--- config.mk ---
export PLATFORM = sky130hd
export DESIGN_NAME = dtl_gm_responder
export DESIGN_NICKNAME = d
export VERILOG_FILES = /design/src/rtl/dtl_gm_responder.sv
export SDC_FILE = /design/constraint.sdc
export NUM_CORES = 1
export LEC_CHECK = 0
export CORE_MARGIN = 2
export CORE_UTILIZATION = 41
export CTS_BUF_LIST = sky130_fd_sc_hd__clkbuf_8 sky130_fd_sc_hd__clkbuf_16
export DETAILED_ROUTE_END_ITERATION = 8
export PLACE_DENSITY = 0.77
export SYNTH_ARGS = -nofsm -noshare
export SYNTH_HDL_FRONTEND = slang
export SYNTH_SLANG_ARGS = --single-unit
export TNS_END_PERCENT = 1
--- constraint.sdc ---
create_clock -name iClk -period 4 [get_ports iClk]
set_clock_uncertainty 0.1 [all_clocks]
set_input_delay 0.8 -clock iClk [delete_from_list [all_inputs] [get_ports iClk]]
set_output_delay 0.8 -clock iClk [all_outputs]
set_load 0.05 [all_outputs]
--- src/rtl/dtl_gm_responder.sv ---
// DTL slave terminating the global-memory master port onto a single-port synchronous SRAM.
// Supports single and block reads/writes; reads pass through a 2-entry fall-through skid buffer.
module dtl_gm_responder #(
    parameter int unsigned INTERFACE_WIDTH       = 32,
    parameter int unsigned INTERFACE_ADDR_WIDTH  = 32,
    parameter int unsigned INTERFACE_BLOCK_WIDTH = 5,
    parameter int unsigned MEM_ADDR_WIDTH        = 10
) (
    input  logic                             iClk,
    input  logic                             iReset,
    input  logic                             iDTL_CommandValid,
    output logic                             oDTL_CommandAccept,
    input  logic                             iDTL_CommandReadWrite,
    input  logic [INTERFACE_ADDR_WIDTH-1:0]  iDTL_Address,
    input  logic [INTERFACE_BLOCK_WIDTH-1:0] iDTL_BlockSize,
    input  logic                             iDTL_WriteValid,
    output logic                             oDTL_WriteAccept,
    input  logic [INTERFACE_WIDTH-1:0]       iDTL_WriteData,
    input  logic [INTERFACE_WIDTH/8-1:0]     iDTL_WriteEnable,
    input  logic                             iDTL_WriteLast,
    output logic                             oDTL_ReadValid,
    input  logic                             iDTL_ReadAccept,
    output logic [INTERFACE_WIDTH-1:0]       oDTL_ReadData,
    output logic                             oDTL_ReadLast,
    output logic [MEM_ADDR_WIDTH-1:0]        oMem_Address,
    output logic [INTERFACE_WIDTH/8-1:0]     oMem_WriteEnable,
    output logic [INTERFACE_WIDTH-1:0]       oMem_WriteData,
    output logic                             oMem_ReadEnable,
    input  logic [INTERFACE_WIDTH-1:0]       iMem_ReadData,
    output logic                             oProtocolError
);
    localparam int unsigned CntW = INTERFACE_BLOCK_WIDTH + 1;

    typedef enum logic [1:0] {StIdle, StWrite, StRead} stateT;

    stateT                            stateQ, stateD;
    logic [MEM_ADDR_WIDTH-1:0]        baseQ;
    logic [INTERFACE_BLOCK_WIDTH-1:0] blockSizeQ;
    logic [CntW-1:0]                  countQ, countD;
    logic                             inFlightQ, inFlightLastQ;
    logic [INTERFACE_WIDTH-1:0]       fifoDataQ [2];
    logic [1:0]                       fifoLastQ;
    logic                             rdPtrQ, wrPtrQ;
    logic [1:0]                       occQ;
    logic                             errQ;

    logic                             cmdAccept, cmdFire, writeBeat, isLastCount;
    logic                             headValid, headLast, pop, bypass, push, issue;
    logic [INTERFACE_WIDTH-1:0]       headData;
    logic [2:0]                       pending;
    logic                             unusedAddr;

    assign unusedAddr = ^iDTL_Address;

    always_comb begin
        cmdAccept   = (stateQ == StIdle) && !iReset;
        cmdFire     = cmdAccept && iDTL_CommandValid;
        isLastCount = (countQ == CntW'(blockSizeQ));
        writeBeat   = (stateQ == StWrite) && iDTL_WriteValid && !iReset;
        // Fall-through: a returning SRAM word is presented directly when the buffer is empty.
        headValid   = (occQ != 2'd0) || inFlightQ;
        headData    = (occQ != 2'd0) ? fifoDataQ[rdPtrQ] : iMem_ReadData;
        headLast    = (occQ != 2'd0) ? fifoLastQ[rdPtrQ] : inFlightLastQ;
        pop         = headValid && iDTL_ReadAccept && !iReset;
        bypass      = (occQ == 2'd0) && inFlightQ && pop;
        push        = inFlightQ && !bypass;
        pending     = 3'(occQ) + 3'(inFlightQ) - 3'(pop);
        issue       = (stateQ == StRead) && (countQ <= CntW'(blockSizeQ)) &&
                      (pending < 3'd2) && !iReset;
    end

    always_comb begin
        stateD = stateQ;
        countD = countQ;
        case (stateQ)
            StIdle: begin
                if (cmdFire) begin
                    stateD = iDTL_CommandReadWrite ? StRead : StWrite;
                    countD = '0;
                end
            end
            StWrite: begin
                if (writeBeat) begin
                    countD = countQ + 1'b1;
                    if (isLastCount) stateD = StIdle;
                end
            end
            StRead: begin
                if (issue) countD = countQ + 1'b1;
                if (pop && headLast) stateD = StIdle;
            end
            default: stateD = StIdle;
        endcase
    end

    always_comb begin
        oDTL_CommandAccept = cmdAccept;
        oDTL_WriteAccept   = (stateQ == StWrite) && !iReset;
        oDTL_ReadValid     = headValid && !iReset;
        oDTL_ReadData      = (headValid && !iReset) ? headData : '0;
        oDTL_ReadLast      = headValid && !iReset && headLast;
        oMem_Address       = (writeBeat || issue) ? baseQ + MEM_ADDR_WIDTH'(countQ) : '0;
        oMem_WriteEnable   = writeBeat ? iDTL_WriteEnable : '0;
        oMem_WriteData     = writeBeat ? iDTL_WriteData : '0;
        oMem_ReadEnable    = issue;
        oProtocolError     = errQ && !iReset;
    end

    always_ff @(posedge iClk) begin
        if (iReset) begin
            stateQ        <= StIdle;
            baseQ         <= '0;
            blockSizeQ    <= '0;
            countQ        <= '0;
            inFlightQ     <= 1'b0;
            inFlightLastQ <= 1'b0;
            fifoDataQ[0]  <= '0;
            fifoDataQ[1]  <= '0;
            fifoLastQ     <= '0;
            rdPtrQ        <= 1'b0;
            wrPtrQ        <= 1'b0;
            occQ          <= '0;
            errQ          <= 1'b0;
        end else begin
            stateQ    <= stateD;
            countQ    <= countD;
            inFlightQ <= issue;
            if (cmdFire) begin
                baseQ      <= iDTL_Address[MEM_ADDR_WIDTH+1:2];
                blockSizeQ <= iDTL_BlockSize;
            end
            if (issue) inFlightLastQ <= isLastCount;
            if (push) begin
                fifoDataQ[wrPtrQ] <= iMem_ReadData;
                fifoLastQ[wrPtrQ] <= inFlightLastQ;
                wrPtrQ            <= ~wrPtrQ;
            end
            if (pop && !bypass) rdPtrQ <= ~rdPtrQ;
            occQ <= occQ + 2'(push) - 2'(pop && !bypass);
            // Beat count decides termination; a misplaced WriteLast is only recorded.
            if (writeBeat && (iDTL_WriteLast != isLastCount)) errQ <= 1'b1;
        end
    end
endmodule

# Yosys cells after proc, flatten, opt, wreduce, memory -nomap -nowiden
# Memory sizes are Yosys's and may differ from the RTL's. A register that Yosys moved wholly into a read port is not among the register bits.
# Index checks and enable logic that the tools add are counted.
# W data, S select, Z words.
classes:
  add_sub_neg: 6
  n_lt_le_gt_ge: 5
  n_eq_ne: 9
  mux: 31
  bitwise_logic: 2
  n_reduce_logical: 31
op_table:
  columns: ["op", "count"]
  rows:
  - ["$mux W32", 4]
  - ["$reduce_or A32 Y1", 1]
  - ["$logic_and A1 B1 Y1", 20]
  - ["$mux W6", 3]
  - ["$pmux W6 S3", 1]
  - ["$mux W1", 13]
  - ["$add A10 B6 Y10", 1]
  - ["$mux W10", 1]
  - ["$mux W2", 5]
  - ["$ne A2 B2 Y1 const B", 4]
  - ["$reduce_and A4 Y1", 2]
  - ["$add A6 B1 Y6 const B", 1]
  - ["$eq A6 B5 Y1", 1]
  - ["$le A6 B5 Y1", 1]
  - ["$pmux W2 S3", 1]
  - ["$logic_not A2 Y1", 2]
  - ["$lt A1 B2 Y1 const B", 2]
  - ["$mux W4", 1]
  - ["$add A2 B1 Y3", 1]
  - ["$lt A3 B2 Y1 const B", 1]
  - ["$reduce_bool A3 Y1", 1]
  - ["$sub A3 B1 Y3", 1]
  - ["$add A2 B1 Y2", 1]
  - ["$bwmux W2", 1]
  - ["other kinds (11)", 14]
totals:
  ff_bits: 32
  mem_bits_rw: 64
  inputBits: 112
  output_inout_bits: 84
  elab_cells: 96
  n_memories: 1
memory_table:
  columns: ["name", "depth", "width", "read_ports", "rd_ports_with_merged_regs", "wr", "line", "rtl"]
  rows:
  - ["fifoDataQ", 2, 32, 1, 1, 2, "41", "logic [INTERFACE_WIDTH-1:0] fifoDataQ [2];"]

# Depth between registers and ports, before layout
logic_depth:
  ltp_word: 12
  ltp_mapped: 12

# Worst setup path after synthesis
# OpenSTA, ideal clock, no wires.
synth_path:
  kind: "input port to output port"
  from: "input port iReset"
  to: "output port oMem_Address[3]"
  t_arrival_ns: 4.002
  required_ns: 3.100
  setup_slack_ns: -0.902
  cell_stages: 12
  n_path_buf: 0
  path_cell_list: "inv_2 -> o21ai_1 -> inv_1 -> and2_1 -> ha_1 -> nand2b_1 -> fa_1 -> xnor2_2 -> nand4_4 -> inv_1 -> a21oi_2 -> nor3_1"
synth_via:
  elab_chain_len: 8
synth_rtl:
  columns: ["item", "line", "rtl"]
  rows:
  - ["from (decl)", "10", "input logic iReset,"]
  - ["$logic_not A1 Y1 (*)", "59, 64, 69", null]
  - ["$logic_and A1 B1 Y1", "64", "pop = headValid && iDTL_ReadAccept && !iReset;"]
  - ["$sub A3 B1 Y3", "67", "pending = 3'(occQ) + 3'(inFlightQ) - 3'(pop);"]
  - ["$lt A3 B2 Y1", "69", "(pending < 3'd2) && !iReset;"]
  - ["$logic_and A1 B1 Y1", "68", "issue = (stateQ == StRead) && (countQ <= CntW'(blockSizeQ)) &&"]
  - ["$logic_and A1 B1 Y1", "69", null]
  - ["$logic_or A1 B1 Y1 (*)", "102", "oMem_Address = (writeBeat || issue) ? baseQ + MEM_ADDR_WIDTH'(countQ) : '0;"]
  - ["$mux W10 (*)", "102", null]
  - ["to (decl)", "25", "output logic [MEM_ADDR_WIDTH-1:0] oMem_Address,"]
# Mark *: on every way between the ends. The rest lies on a longest branch, timed or not.

# Final worst setup path
layout_path:
  from: "register occQ[0]"
  to: "output port oMem_Address[8]"
layout_via:
  elab_chain_len: 10
layout_rtl:
  columns: ["item", "line", "rtl"]
  rows:
  - ["from (decl)", "44", "logic [1:0] occQ;"]
  - ["from (signal assigned)", "139", "occQ <= occQ + 2'(push) - 2'(pop && !bypass);"]
  - ["$reduce_bool A2 Y1", "61", "headValid = (occQ != 2'd0) || inFlightQ;"]
  - ["$logic_or A1 B1 Y1", "61", null]
  - ["$logic_and A1 B1 Y1 (2 in series)", "64", null]
  - ["$sub A3 B1 Y3 (*)", "67", null]
  - ["$lt A3 B2 Y1 (*)", "69", null]
  - ["$logic_and A1 B1 Y1 (*)", "68", null]
  - ["$logic_and A1 B1 Y1 (*)", "69", null]
  - ["$logic_or A1 B1 Y1 (*)", "102", null]
  - ["$mux W10 (*)", "102", null]
# Marks and branches as above.

==> flow_summary_export.csv <==
group,metric,value,unit
clocking,cts_tree,"done",
final_layout,utilization,65.9,%
route,drtIter0Drc,428,
setup_path,crit_required,3100,ps
route,wire_per_inst,17.2,um
hold_path,hold_path_class,"reg2reg",
clocking,ctsHtreeMaxLevel,3,
timing,setup_viol,0,
grt,gr-total-overflow,0,
die,core,0.0132,mm2
route,drcViolationCount,0,
die,rows,42,
yosys,syn_nets,682,
timing,fin_crit_sh,97.5,%
yosys,netlist-cell-type-count,57,
yosys,yosys-top-cells-area,"edfxtp_1 35%, dfxtp_1 12%, and2_1 7.3%, mux2i_1 6.0%, a211oi_1 5.3%",
yosys,syn_area_per_cell,10.1,um2
timing,slew_headroom,31.3,%
timing,setup_slack,100,ps
yosys,ys_warn_count,0,
yosys,synth_area_leader_cell,"edfxtp_1",
clocking,path_clk_slew,70,ps
grt,grtUsageTotal,21.7,%
grt,grt_start_max_net_pins,68,
die,pin_count,196,
route,finalWirelength,15400,um
route,ant_nets,0,
die,start_util,42.0,%
flow_run,maxCapViolations,0,
yosys,synth_area,0.00554,mm2
placement,dp_hpwl,11100,um
placement,place_congestion,0.876,
power_and_ir_drop,vdd_drop_max,0.303,mV
placement,portBuffers,173,
clocking,cts.sinks,97,
die,dieArea,0.0144,mm2
setup_path,cp.arrival,3000,ps
setup_path,critical_path.endpoint_type,"output pin",
placement,pre_cts_ws,-459,ps
route,vias_per_cell,5.40,
timing,worst_slew_pin_slew,1030,ps
setup_path,crit_fanout,5,
power_and_ir_drop,p_leak,3.36,nW
grt,grt_first_pass_wirelength,24800,um
yosys,postSynthCellCount,549,
final_layout,drive_gt1_share,21.5,%
clocking,clk_path_buf_depth,2,
clocking,root_buffer,"clkbuf_16",
timing,whs,366,ps
timing,finalHoldViolCount,0,
yosys,synth_seq_cells,97,
timing,final.min_clock_period,3900,ps
grt,grt_antenna_before_repair,1,
yosys,synth.most_common_cell,"and2_1",
final_layout,fin_nets,849,
yosys,synthTopCellsByCount,"65 x and2_1, 64 x edfxtp_1, 43 x nor2_1",
clocking,cts_buffers,9,
yosys,async_flop_share,0,%
final_layout,area_delta_synth_final,57.0,%
setup_path,cp-start-kind,"flop",
yosys,netlist.area_leader.share,34.7,%
outcome,outcome,"completed",
yosys,synth-main-ff-cell,"edfxtp_1",
die,die_x,120,um
die,die_h,120,um
timing,rsz0062_at_grt,"yes",
timing,max_freq,0.256,GHz
route,via_count,4849,
power_and_ir_drop,finalPower,3.64,mW
grt,first_global_vias,5163,
power_and_ir_drop,powerDensity,418,mW/mm2
setup_path,critPathKind,"reg2out",
yosys,synth-edff-count,64,
timing,slew_viol_final,0,
route,first_pass_iters,5,
yosys,seq_area_frac_synth,46.7,%
clocking,clock_latency,330,ps
-- flip-flops by register name, indices dropped and copies added (netlist names), named ones only --
| signal | count |
|---|---|
| inFlightQ | 1 |
| fifoLastQ | 2 |
| baseQ | 10 |
| countQ | 6 |
| errQ | 1 |
| stateQ | 2 |
| inFlightLastQ | 1 |
| rdPtrQ | 1 |
| blockSizeQ | 5 |
| occQ | 2 |
| fifoDataQ | 64 |
| wrPtrQ | 1 |
-- metal layers --
metal	routed length [um]	vias to the layer above	part of all wire [%]	track usage, %
met5	0	-	0	0
met2	8030	202	52	39.2
met4	262	0	1.7	5.81
li1	-	2316	-	-
met3	1100	17	7.1	5.90
met1	6010	2314	39	25.2
-- worst paths after layout --
kind,start,slack [ps],cells after the start,end
max,occQ[0],100,14,oMem_Address[8]
min reg2reg,blockSizeQ[0],370,2,blockSizeQ[0]
max reg2reg,occQ[0],830,13,countQ[5]
min,blockSizeQ[0],370,2,blockSizeQ[0]
-- cells by family (layout without fill, tap and decap cells) --
kind of cell             after synthesis  count (layout)  share of synthesized area [%]
AND/OR/NAND/NOR                      241             241                           24.2
flip-flops                            97              97                           46.7
AO/OA/AOI/OAI                         91              91                           12.5
buffers and inverters                 57             229                           4.18
multiplexers                          33              33                           5.97
adder cells (fa/ha/maj)               21              21                           5.02
XOR/XNOR                               9               9                           1.56
other                                  0               1                              0
-- final cells by class --
cell class / instances / area, um2
fillers: 955 / 4500
multi-input cells: 395 / 2880
repair buffers: 190 / 2630
flip-flops and latches: 97 / 2590
clock buffers: 9 / 225
well taps: 176 / 220
inverters: 23 / 88.8
clock inverters: 7 / 55.1
diodes: 1 / 2.50
-- report_power, final --
| part | internal [mW] | leakage (nW) | switching (mW) |
|---|---|---|---|
| clock | 0.428 | 0.132 | 0.383 |
| sequential | 1.17 | 0.933 | 0.0761 |
| combinational | 0.668 | 2.30 | 0.907 |
-- cells in the final DEF, fill, tap and decap left out, types with 4 or more instances in the layout --
cell type        synthesis  routed
nand2_1                 37      37
and3_1                  39      39
and2_1                  65      64
nor2b_1                  7       5
a211oi_1                39      39
o21ai_0                 10       9
nor3_1                   5       4
nor2_1                  43      40
nand3b_1                 7       7
a21o_1                   4       4
mux2i_1                 33      33
inv_1                   21      20
edfxtp_1                64      64
buf_12                   0      76
xnor2_1                  5       5
o31ai_1                  5       5
clkbuf_16                0       9
ha_1                    19      18
nand3_1                 13      13
or3_1                    6       6
buf_6                    0       5
a21oi_1                  9       6
buf_4                    0      19
dfxtp_1                 33      31
clkdlybuf4s50_1          0      87
-- repair_timing --
action | 4_1_cts | 5_1_grt
buffers inserted | 1 | 2
cloned | 1 | 0
gates resized for setup | 17 | 3
pin swaps | 6 | 7
endpoints found under the setup margin | 11 | 10
hold buffers | 0 | 0
-- worst max-delay path, stage by stage, from the launching register on --
cell and delay [ps]:
dfxtp_4 350, or2_4 250, o21ai_4 180, inv_4 40
and2_4 140, ha_4 220, nand2b_4 130, fa_2 350
xnor2_2 180, nand4_4 130, inv_2 90, a21oi_4 90
buf_12 160, a41oi_4 190, buf_12 160
-- stage by stage --
step	TNS, ps	instance area, um2	std cells
final	0	8690	898
after global routing	-30.6	8690	898
after CTS	0	8660	895
after detailed placement	-4670	8290	877
after global placement	-4280	8290	877
after floorplan	-406	5640	549
No activity file was read; power rests on OpenSTA's default activity.
